===== src/rtl/butterfly_pipe.sv =====
// -----------------------------------------------------------------------------
// butterfly_pipe
// Pipelined radix-2 DIT butterfly with valid/ready handshake.
//   out0 = A + B*W',  out1 = A - B*W',  W' = inverse ? conj(W) : W
// Optional divide-by-two (scale), round-half-up rescale, saturation to the
// component range, per-result overflow flag and a sticky overflow flag.
//
// Packed complex word: real = [WIDTH-1:HALF], imag = [HALF-1:0], signed,
// FRAC fractional bits per component.
//
// Ports
//   clk, rst          rising-edge clock, synchronous active-high reset
//   in_valid/in_ready input handshake for a, b, w, inverse, scale
//   a, b, w           packed complex operands (w = twiddle)
//   inverse           use conj(W) for this transaction
//   scale             halve both results of this transaction
//   out_valid/out_ready output handshake for out0, out1, ovf_now
//   out0, out1        butterfly results
//   ovf_now           this result saturated in at least one component
//   clr_ovf           clears ovf_sticky (a simultaneous set wins)
//   ovf_sticky        an accepted result has saturated since last clear
//
// Pipeline: s1 (operand regs) -> s2 (products) -> s3 (full-precision sums)
// -> output regs (rescale + saturate). One shared enable stalls everything.
// -----------------------------------------------------------------------------
module butterfly_pipe #(
  parameter int WIDTH = 32,
  parameter int FRAC  = WIDTH / 2 - 1
) (
  input  logic             clk,
  input  logic             rst,
  input  logic             in_valid,
  output logic             in_ready,
  input  logic [WIDTH-1:0] a,
  input  logic [WIDTH-1:0] b,
  input  logic [WIDTH-1:0] w,
  input  logic             inverse,
  input  logic             scale,
  output logic             out_valid,
  input  logic             out_ready,
  output logic [WIDTH-1:0] out0,
  output logic [WIDTH-1:0] out1,
  output logic             ovf_now,
  input  logic             clr_ovf,
  output logic             ovf_sticky
);

  localparam int HALF = WIDTH / 2;
  localparam int PW   = 2 * HALF;      // product width; pr/pi carry one more bit
  localparam int SW   = 2 * HALF + 2;  // sum width

  localparam logic [HALF-1:0]      H_MIN   = {1'b1, {(HALF-1){1'b0}}};
  localparam logic [HALF-1:0]      H_MAX   = ~H_MIN;
  localparam logic signed [SW-1:0] SAT_MAX = {{(SW-HALF+1){1'b0}}, {(HALF-1){1'b1}}};
  localparam logic signed [SW-1:0] SAT_MIN = ~SAT_MAX;
  localparam logic signed [SW-1:0] ONE     = {{(SW-1){1'b0}}, 1'b1};

  // Sign-extend one component to the product width.
  function automatic logic signed [PW:0] sext_p(input logic [HALF-1:0] x);
    return {{(PW+1-HALF){x[HALF-1]}}, x};
  endfunction

  // Sign-extend one component to the sum width.
  function automatic logic signed [SW-1:0] sext_s(input logic [HALF-1:0] x);
    return {{(SW-HALF){x[HALF-1]}}, x};
  endfunction

  // Round half up, arithmetic shift, clamp; returns {clamped, component}.
  function automatic logic [HALF:0] rescale_sat(input logic signed [SW-1:0] sum,
                                                input logic              halve);
    logic signed [SW-1:0] biased;
    logic signed [SW-1:0] shifted;
    logic [HALF:0]        res;
    if (halve) begin
      biased  = sum + (ONE <<< (FRAC + 1 - 1));
      shifted = biased >>> (FRAC + 1);
    end else begin
      biased  = sum + (ONE <<< (FRAC - 1));
      shifted = biased >>> FRAC;
    end
    if (shifted > SAT_MAX) begin
      res = {1'b1, SAT_MAX[HALF-1:0]};
    end else if (shifted < SAT_MIN) begin
      res = {1'b1, SAT_MIN[HALF-1:0]};
    end else begin
      res = {1'b0, shifted[HALF-1:0]};
    end
    return res;
  endfunction

  logic en;
  assign en       = !out_valid || out_ready;
  assign in_ready = en;

  // ---------------- stage 1: operand registers ----------------
  logic             s1_valid;
  logic [WIDTH-1:0] s1_a, s1_b, s1_w;
  logic             s1_inv, s1_scale;

  // ---------------- stage 2: products ----------------
  logic             s2_valid;
  logic [WIDTH-1:0] s2_a;
  logic             s2_scale;
  logic signed [PW:0] s2_pr, s2_pi;

  // ---------------- stage 3: full-precision sums ----------------
  logic             s3_valid;
  logic             s3_scale;
  logic signed [SW-1:0] s3_s0r, s3_s0i, s3_s1r, s3_s1i;

  // Twiddle imaginary part after optional conjugation; -MIN saturates to MAX.
  logic [HALF-1:0] w_im;
  always_comb begin
    w_im = s1_w[HALF-1:0];
    if (s1_inv) begin
      if (s1_w[HALF-1:0] == H_MIN) begin
        w_im = H_MAX;
      end else begin
        w_im = ~s1_w[HALF-1:0] + {{(HALF-1){1'b0}}, 1'b1};
      end
    end else begin
      w_im = s1_w[HALF-1:0];
    end
  end

  logic signed [PW:0] p_rr, p_ii, p_ri, p_ir, pr_c, pi_c;
  assign p_rr = sext_p(s1_b[WIDTH-1:HALF]) * sext_p(s1_w[WIDTH-1:HALF]);
  assign p_ii = sext_p(s1_b[HALF-1:0])     * sext_p(w_im);
  assign p_ri = sext_p(s1_b[WIDTH-1:HALF]) * sext_p(w_im);
  assign p_ir = sext_p(s1_b[HALF-1:0])     * sext_p(s1_w[WIDTH-1:HALF]);
  assign pr_c = p_rr - p_ii;
  assign pi_c = p_ri + p_ir;

  // A aligned to the product binary point, products extended to sum width.
  logic signed [SW-1:0] sa_r, sa_i, pr_s, pi_s;
  assign sa_r = sext_s(s2_a[WIDTH-1:HALF]) <<< FRAC;
  assign sa_i = sext_s(s2_a[HALF-1:0])     <<< FRAC;
  assign pr_s = {{(SW-PW-1){s2_pr[PW]}}, s2_pr};
  assign pi_s = {{(SW-PW-1){s2_pi[PW]}}, s2_pi};

  logic [HALF:0] r0r, r0i, r1r, r1i;
  assign r0r = rescale_sat(s3_s0r, s3_scale);
  assign r0i = rescale_sat(s3_s0i, s3_scale);
  assign r1r = rescale_sat(s3_s1r, s3_scale);
  assign r1i = rescale_sat(s3_s1i, s3_scale);

  // Valid bits for all stages; cleared by reset, advance only when enabled.
  always_ff @(posedge clk) begin
    if (rst) begin
      s1_valid  <= 1'b0;
      s2_valid  <= 1'b0;
      s3_valid  <= 1'b0;
      out_valid <= 1'b0;
    end else if (en) begin
      s1_valid  <= in_valid;
      s2_valid  <= s1_valid;
      s3_valid  <= s2_valid;
      out_valid <= s3_valid;
    end
  end

  // Pipeline data registers; bubbles carry don't-care data.
  always_ff @(posedge clk) begin
    if (en) begin
      s1_a     <= a;
      s1_b     <= b;
      s1_w     <= w;
      s1_inv   <= inverse;
      s1_scale <= scale;
      s2_a     <= s1_a;
      s2_scale <= s1_scale;
      s2_pr    <= pr_c;
      s2_pi    <= pi_c;
      s3_scale <= s2_scale;
      s3_s0r   <= sa_r + pr_s;
      s3_s0i   <= sa_i + pi_s;
      s3_s1r   <= sa_r - pr_s;
      s3_s1i   <= sa_i - pi_s;
    end
  end

  // Result registers; loaded only with valid stage-3 data.
  always_ff @(posedge clk) begin
    if (rst) begin
      out0    <= {WIDTH{1'b0}};
      out1    <= {WIDTH{1'b0}};
      ovf_now <= 1'b0;
    end else if (en && s3_valid) begin
      out0    <= {r0r[HALF-1:0], r0i[HALF-1:0]};
      out1    <= {r1r[HALF-1:0], r1i[HALF-1:0]};
      ovf_now <= r0r[HALF] | r0i[HALF] | r1r[HALF] | r1i[HALF];
    end
  end

  // Sticky overflow: set on an accepted saturated result, set beats clear.
  always_ff @(posedge clk) begin
    if (rst) begin
      ovf_sticky <= 1'b0;
    end else if (out_valid && out_ready && ovf_now) begin
      ovf_sticky <= 1'b1;
    end else if (clr_ovf) begin
      ovf_sticky <= 1'b0;
    end
  end

endmodule


===== config.mk =====
export PLATFORM = sky130hd
export DESIGN_NAME = butterfly_pipe
export DESIGN_NICKNAME = d
export VERILOG_FILES = /design/src/rtl/butterfly_pipe.sv
export SDC_FILE = /design/constraint.sdc
export NUM_CORES = 2
export LEC_CHECK = 0
export CELL_PAD_IN_SITES_DETAIL_PLACEMENT = 2
export CELL_PAD_IN_SITES_GLOBAL_PLACEMENT = 2
export CORE_ASPECT_RATIO = 1.1
export CORE_MARGIN = 4
export CORE_UTILIZATION = 40
export DETAILED_ROUTE_END_ITERATION = 6
export DONT_BUFFER_PORTS = 1
export GPL_ROUTABILITY_DRIVEN = 0
export PLACE_DENSITY = 0.91
export SLEW_MARGIN = 20
export SYNTH_ARGS = -nofsm -noshare
export SYNTH_HDL_FRONTEND = slang
export SYNTH_SLANG_ARGS = --single-unit

===== constraint.sdc =====
create_clock -name clk -period 19.8 [get_ports clk]
set_input_delay 5.94 -clock clk [delete_from_list [all_inputs] [get_ports clk]]
set_output_delay 5.94 -clock clk [all_outputs]
set_load 0.1 [all_outputs]

; Word-level counts from Yosys, hierarchy flattened
; Index checks and enable logic that the tools add are counted.
[classes]
n_addsub = 15
multipliers = 4
n_lt_le_gt_ge = 8
n_eq_ne = 1
n_mux = 16
n_bitwise = 4
n_reduce_logical = 6
[ops]
columns = op, n
row1 = $add A34 B16 Y34 const B, 4
row2 = $add A34 B17 Y34 const B, 4
row3 = $gt A34 B16 Y1 const B, 4
row4 = $lt A34 B16 Y1 const B, 4
row5 = $mux W17, 8
row6 = $mux W34, 4
row7 = $mul A16 B16 Y32, 4
row8 = $add A31 B33 Y34, 2
row9 = $sub A31 B33 Y34, 2
row10 = $add A32 B32 Y33, 1
row11 = $sub A32 B32 Y33, 1
row12 = $mux W16, 2
row13 = $add A16 B1 Y16 const B, 1
row14 = $eq A16 B16 Y1 const B, 1
row15 = $not A16 Y16, 1
row16 = $logic_and A1 B1 Y1, 3
row17 = $or A1 B1 Y1, 3
row18 = $mux W1, 2
row19 = $reduce_bool A2 Y1, 1
row20 = $logic_not A1 Y1, 1
row21 = $logic_or A1 B1 Y1, 1
[totals]
reg_bits = 404
in_bits = 103
out_inout_bits = 68
elab_cells = 76

; Depth between registers and ports, before layout
[logic_depth]
depth_word = 8
mapped_depth = 39
ltp_nobuf = 36

; Least setup slack after synthesis
; OpenSTA, ideal clock, no wires.
[synth_path]
path_type = input port to output port
from = in out_ready
to = out in_ready
arrival_ns = 14.501
t_required_ns = 13.860
path_slack_ns = -0.641
stages = 2
n_path_buf = 1
path_cell_list = nand2b_1 -> clkbuf_1
[synth_between]
elab_chain_len = 1
[synth_rtl]
columns = item, line_no
row1 = from (decl), 40  ; input logic out_ready,
row2 = $logic_or A1 B1 Y1, 92  ; assign en = !out_valid || out_ready;
row3 = to (decl), 33  ; output logic in_ready,
; No other way between the ends.

; Final worst setup path
; Ends and elaborated chain as after synthesis.

==> flow_results.org <==
** Run
- Across the run, the number of max-cap violations was 0.

** Timing
- Summed over all failing endpoints, the final setup total negative slack is 0 ns.
- Final Slew Violations :: 0
- Final Hold Violating Endpoints :: 0
- The smallest clock period supported by the final layout is computed as 12.22 ns.
- Clock skew on the completed layout was measured at 0.04670 ns.
- Achievable clock frequency :: 0.08183 GHz
- RSZ-0062 raised after global routing :: no
- Transition time at the pin with the least slew margin :: 1.235 ns
- Final setup fails :: 0
- Headroom to the max-slew limit came out at 17.66%.
- Of the available clock period, the critical path in the final layout requires 61.72%.

** Synth
- Async set-or-reset flop fraction in the synthesized netlist :: 0%
- Summing the sequential cell areas from Yosys gives 16.80% of the chip area.
- A synthesized cell averages 9.759 um^2.
- The largest total area in the synthesized netlist belongs to fa_1.
- Synthesis produced a netlist with a net count of 7614.
- inv_1 is the most common cell in the netlist.
- Yosys printed 0 warnings.
- By area the synthesized netlist is led by fa_1 (41%), edfxtp_1 (14%), inv_1 (9.1%), ha_1 (8.4%), nand2_1 (4.7%).
- Seq cells post-synth :: 348
- Area share of the largest cell type after synthesis :: 40.54%
- The synthesized netlist occupies a cell area of 58020 um^2.
- Counting distinct cell types in the post-synthesis netlist gives 88.
- Primary FF master, synth :: edfxtp_1
- In this run, synthesis inferred 278 flip-flops with an integrated enable.
- Most frequent cells after synthesis :: inv_1 (1413), fa_1 (1175), nand2_1 (723), ha_1 (391), and2_1 (378)
- Post-Synthesis Cells :: 5945

** Floorplanning
- The floorplan has 146 rows.
- Boundary Pins :: 171
- Core area :: 144100 um^2
- Height of the die :: 407.4 um
- The die covers 151200 um^2.
- DIE WIDTH :: 371.1 um
- Effective utilization at floorplan :: 40.25%

** Critical path
- Buffers & Inverters on Critical Path :: 0
- Sort of element at the start of the critical path :: input pin
- Setup crit end kind :: output pin
- Cell with the largest stage delay on the worst path :: nand2b_4
- The critical path goes through nand2b_4.
- Arrival time at the worst endpoint :: 6.28 ns
- The critical path is of the in -> out type.
- STA puts the critical path data required time at 13.86 ns.
- The cell family contributing the most delay on the critical path is simple AND/OR/NAND/NOR gates.
- The largest single stage delay on the critical path is 0.31 ns.
- Worst reg2reg startpoint :: s1_w[1]
- Crit path launch :: out_ready
- Worst Path Max Fanout :: 3

** Detailed routing
- Detailed routing inserted a total of 43.43k vias.
- Final antenna-violating net count :: 0
- For this run, design rule violations remaining after detail routing come to 0.
- Dividing the detail-routed wire length by the instance count gives 29.73 um.
- Routed wire length on met2 :: 120100 um
- In this run, the number of DRC markers left after iteration 0 of detailed routing was 2504.
- After detailed routing, the wire length on met1 is 74270 um.
- After detailed routing, the met3 layer carries 13080 um of wire.
- Signal routing reaches up to met5.
- First-pass iteration count of the detailed router :: 6
- Total Routed Length :: 231200 um
- Average via count per standard cell :: 5.585

** Global route
- Entering global routing, the biggest net connects 158 pins.
- Total overflow reported by the global router :: 0
- The via count of the first global-routing pass was 54.61k.
- First-pass GRT wire length :: 344000 um
- Antenna violations before repair :: 13
- Global router's overall resource usage :: 30.89%

** Clock tree
- Post-CTS repair changed the size of 0 cells.
- Clock-pin slew was measured on the worst setup and hold paths at 0.06 ns.
- Clk Tree Root Cell :: clkbuf_16
- After clock tree synthesis, the setup repair step added 0 buffers.
- CTS built an H-tree with a depth of 2.
- Number of buffers inserted during clock tree synthesis :: 47
- TritonCTS built the clock tree.
- Hold buffers post-CTS :: 0
- Number of buffers between clock root and the deepest sink :: 3
- Clock Sinks :: 348
- For the worst-skew pair, the clock arrives at the later sink with an insertion delay of 0.68 ns.

** Placement
- During placement, the flow inserted port buffers numbering 0.
- HPWL after detailed placement :: 179200 um

** Hold path
- Worst Hold Class :: reg -> reg
- Hold_sp :: s1_a[8]

** Run status
- Outcome :: finished clean

** Finish
- From synthesis to final layout, the design area changed by 5.972%.
- Registers take 9749 um^2.
- In the final layout, the multi-input gates occupy 41890 um^2.
- In the final layout, the share of cells above drive strength 1 is 4.053%.
- After filler insertion, the fill cell instance count of the layout stands at 15.45k.
- Layout Nets :: 7478
==> path summary, 6_finish.rpt <==
path	endpoint	slack, ns	cells after the start
hold reg to reg	s2_a[8]	0.41	0
hold / removal	s2_a[8]	0.41	0
setup reg to reg	s2_pi[29]	7.68	33
setup / recovery	in_ready	7.58	1
==> routing by layer <==
| layer | GRT usage, % | up-vias |
|---|---|---|
| met5 | 0 | - |
| met4 | 25.81 | 8 |
| met3 | 6.317 | 1199 |
| met2 | 55.63 | 1913 |
| met1 | 30.08 | 22722 |
| li1 | - | 17585 |
==> registers in the layout, indices dropped and copies added (netlist names), 20 cells and up <==
register and count:
out0 32, out1 32, s1_a 32, s1_b 32
s1_w 32, s2_a 32, s2_pi 33, s2_pr 33
s3_s0i 20, s3_s0r 20, s3_s1i 20, s3_s1r 20
==> placed cells by master (no fill, tap or decap), types with 10 or more instances in the layout <==
cell type   instances
o21a_1             17
nor3_1             23
nor4_1             10
nand4_1            27
a21oi_1            92
o21ai_2            10
ha_1              391
edfxtp_1          278
nor2b_1            12
or2_2              17
or3_1              15
o21bai_1           19
nand2b_1           50
nand3_1            61
xnor2_1           198
clkbuf_16          47
clkinvlp_4         10
nor2_1            248
and3_1             21
o21ai_0            76
fa_1             1175
buf_4              72
and2_1            377
dfxtp_1            70
a211oi_1           58
xor2_1             80
nand2_1           723
o211ai_1           18
o22ai_1            34
a21o_1             26
inv_1            1413
a211oi_2           10
==> kinds of logic after synthesis <==
| group | synth area share, % |
|---|---|
| mux | 0.2135 |
| compound gates | 5.346 |
| simple gates | 13.36 |
| xor+xnor | 4.197 |
| fa+ha+maj | 48.98 |
| flops | 16.80 |
| buf+inv | 11.11 |
==> final cells by class <==
class / instances / share of cell area, %
antenna: 5 / 0.02035
clock buffer: 48 / 1.919
clock inverter: 39 / 0.6207
inverter: 1413 / 8.627
multi-input combinational: 3926 / 68.13
sequential: 348 / 15.86
tap: 1924 / 3.915
timing repair buffer: 73 / 0.9117
==> per-stage QoR <==
step	instance area, um^2	setup slack [ns]	std cells	hold slack [ns]	utilization, %
final	61480	7.579	7776	0.4124	42.66
after global routing	61470	7.376	7772	0.4270	42.65
after CTS	61470	7.554	7771	0.4204	42.65
after detailed placement	59910	7.552	7684	0.4061	41.57
after global placement	59910	7.558	7684	0.4045	41.57
after floorplan	58020	3.850	5945	0.4003	-
Power is left out: the tool's default activity adds up to more than one toggle a clock period on the data nets, which glitch-free logic cannot reach.
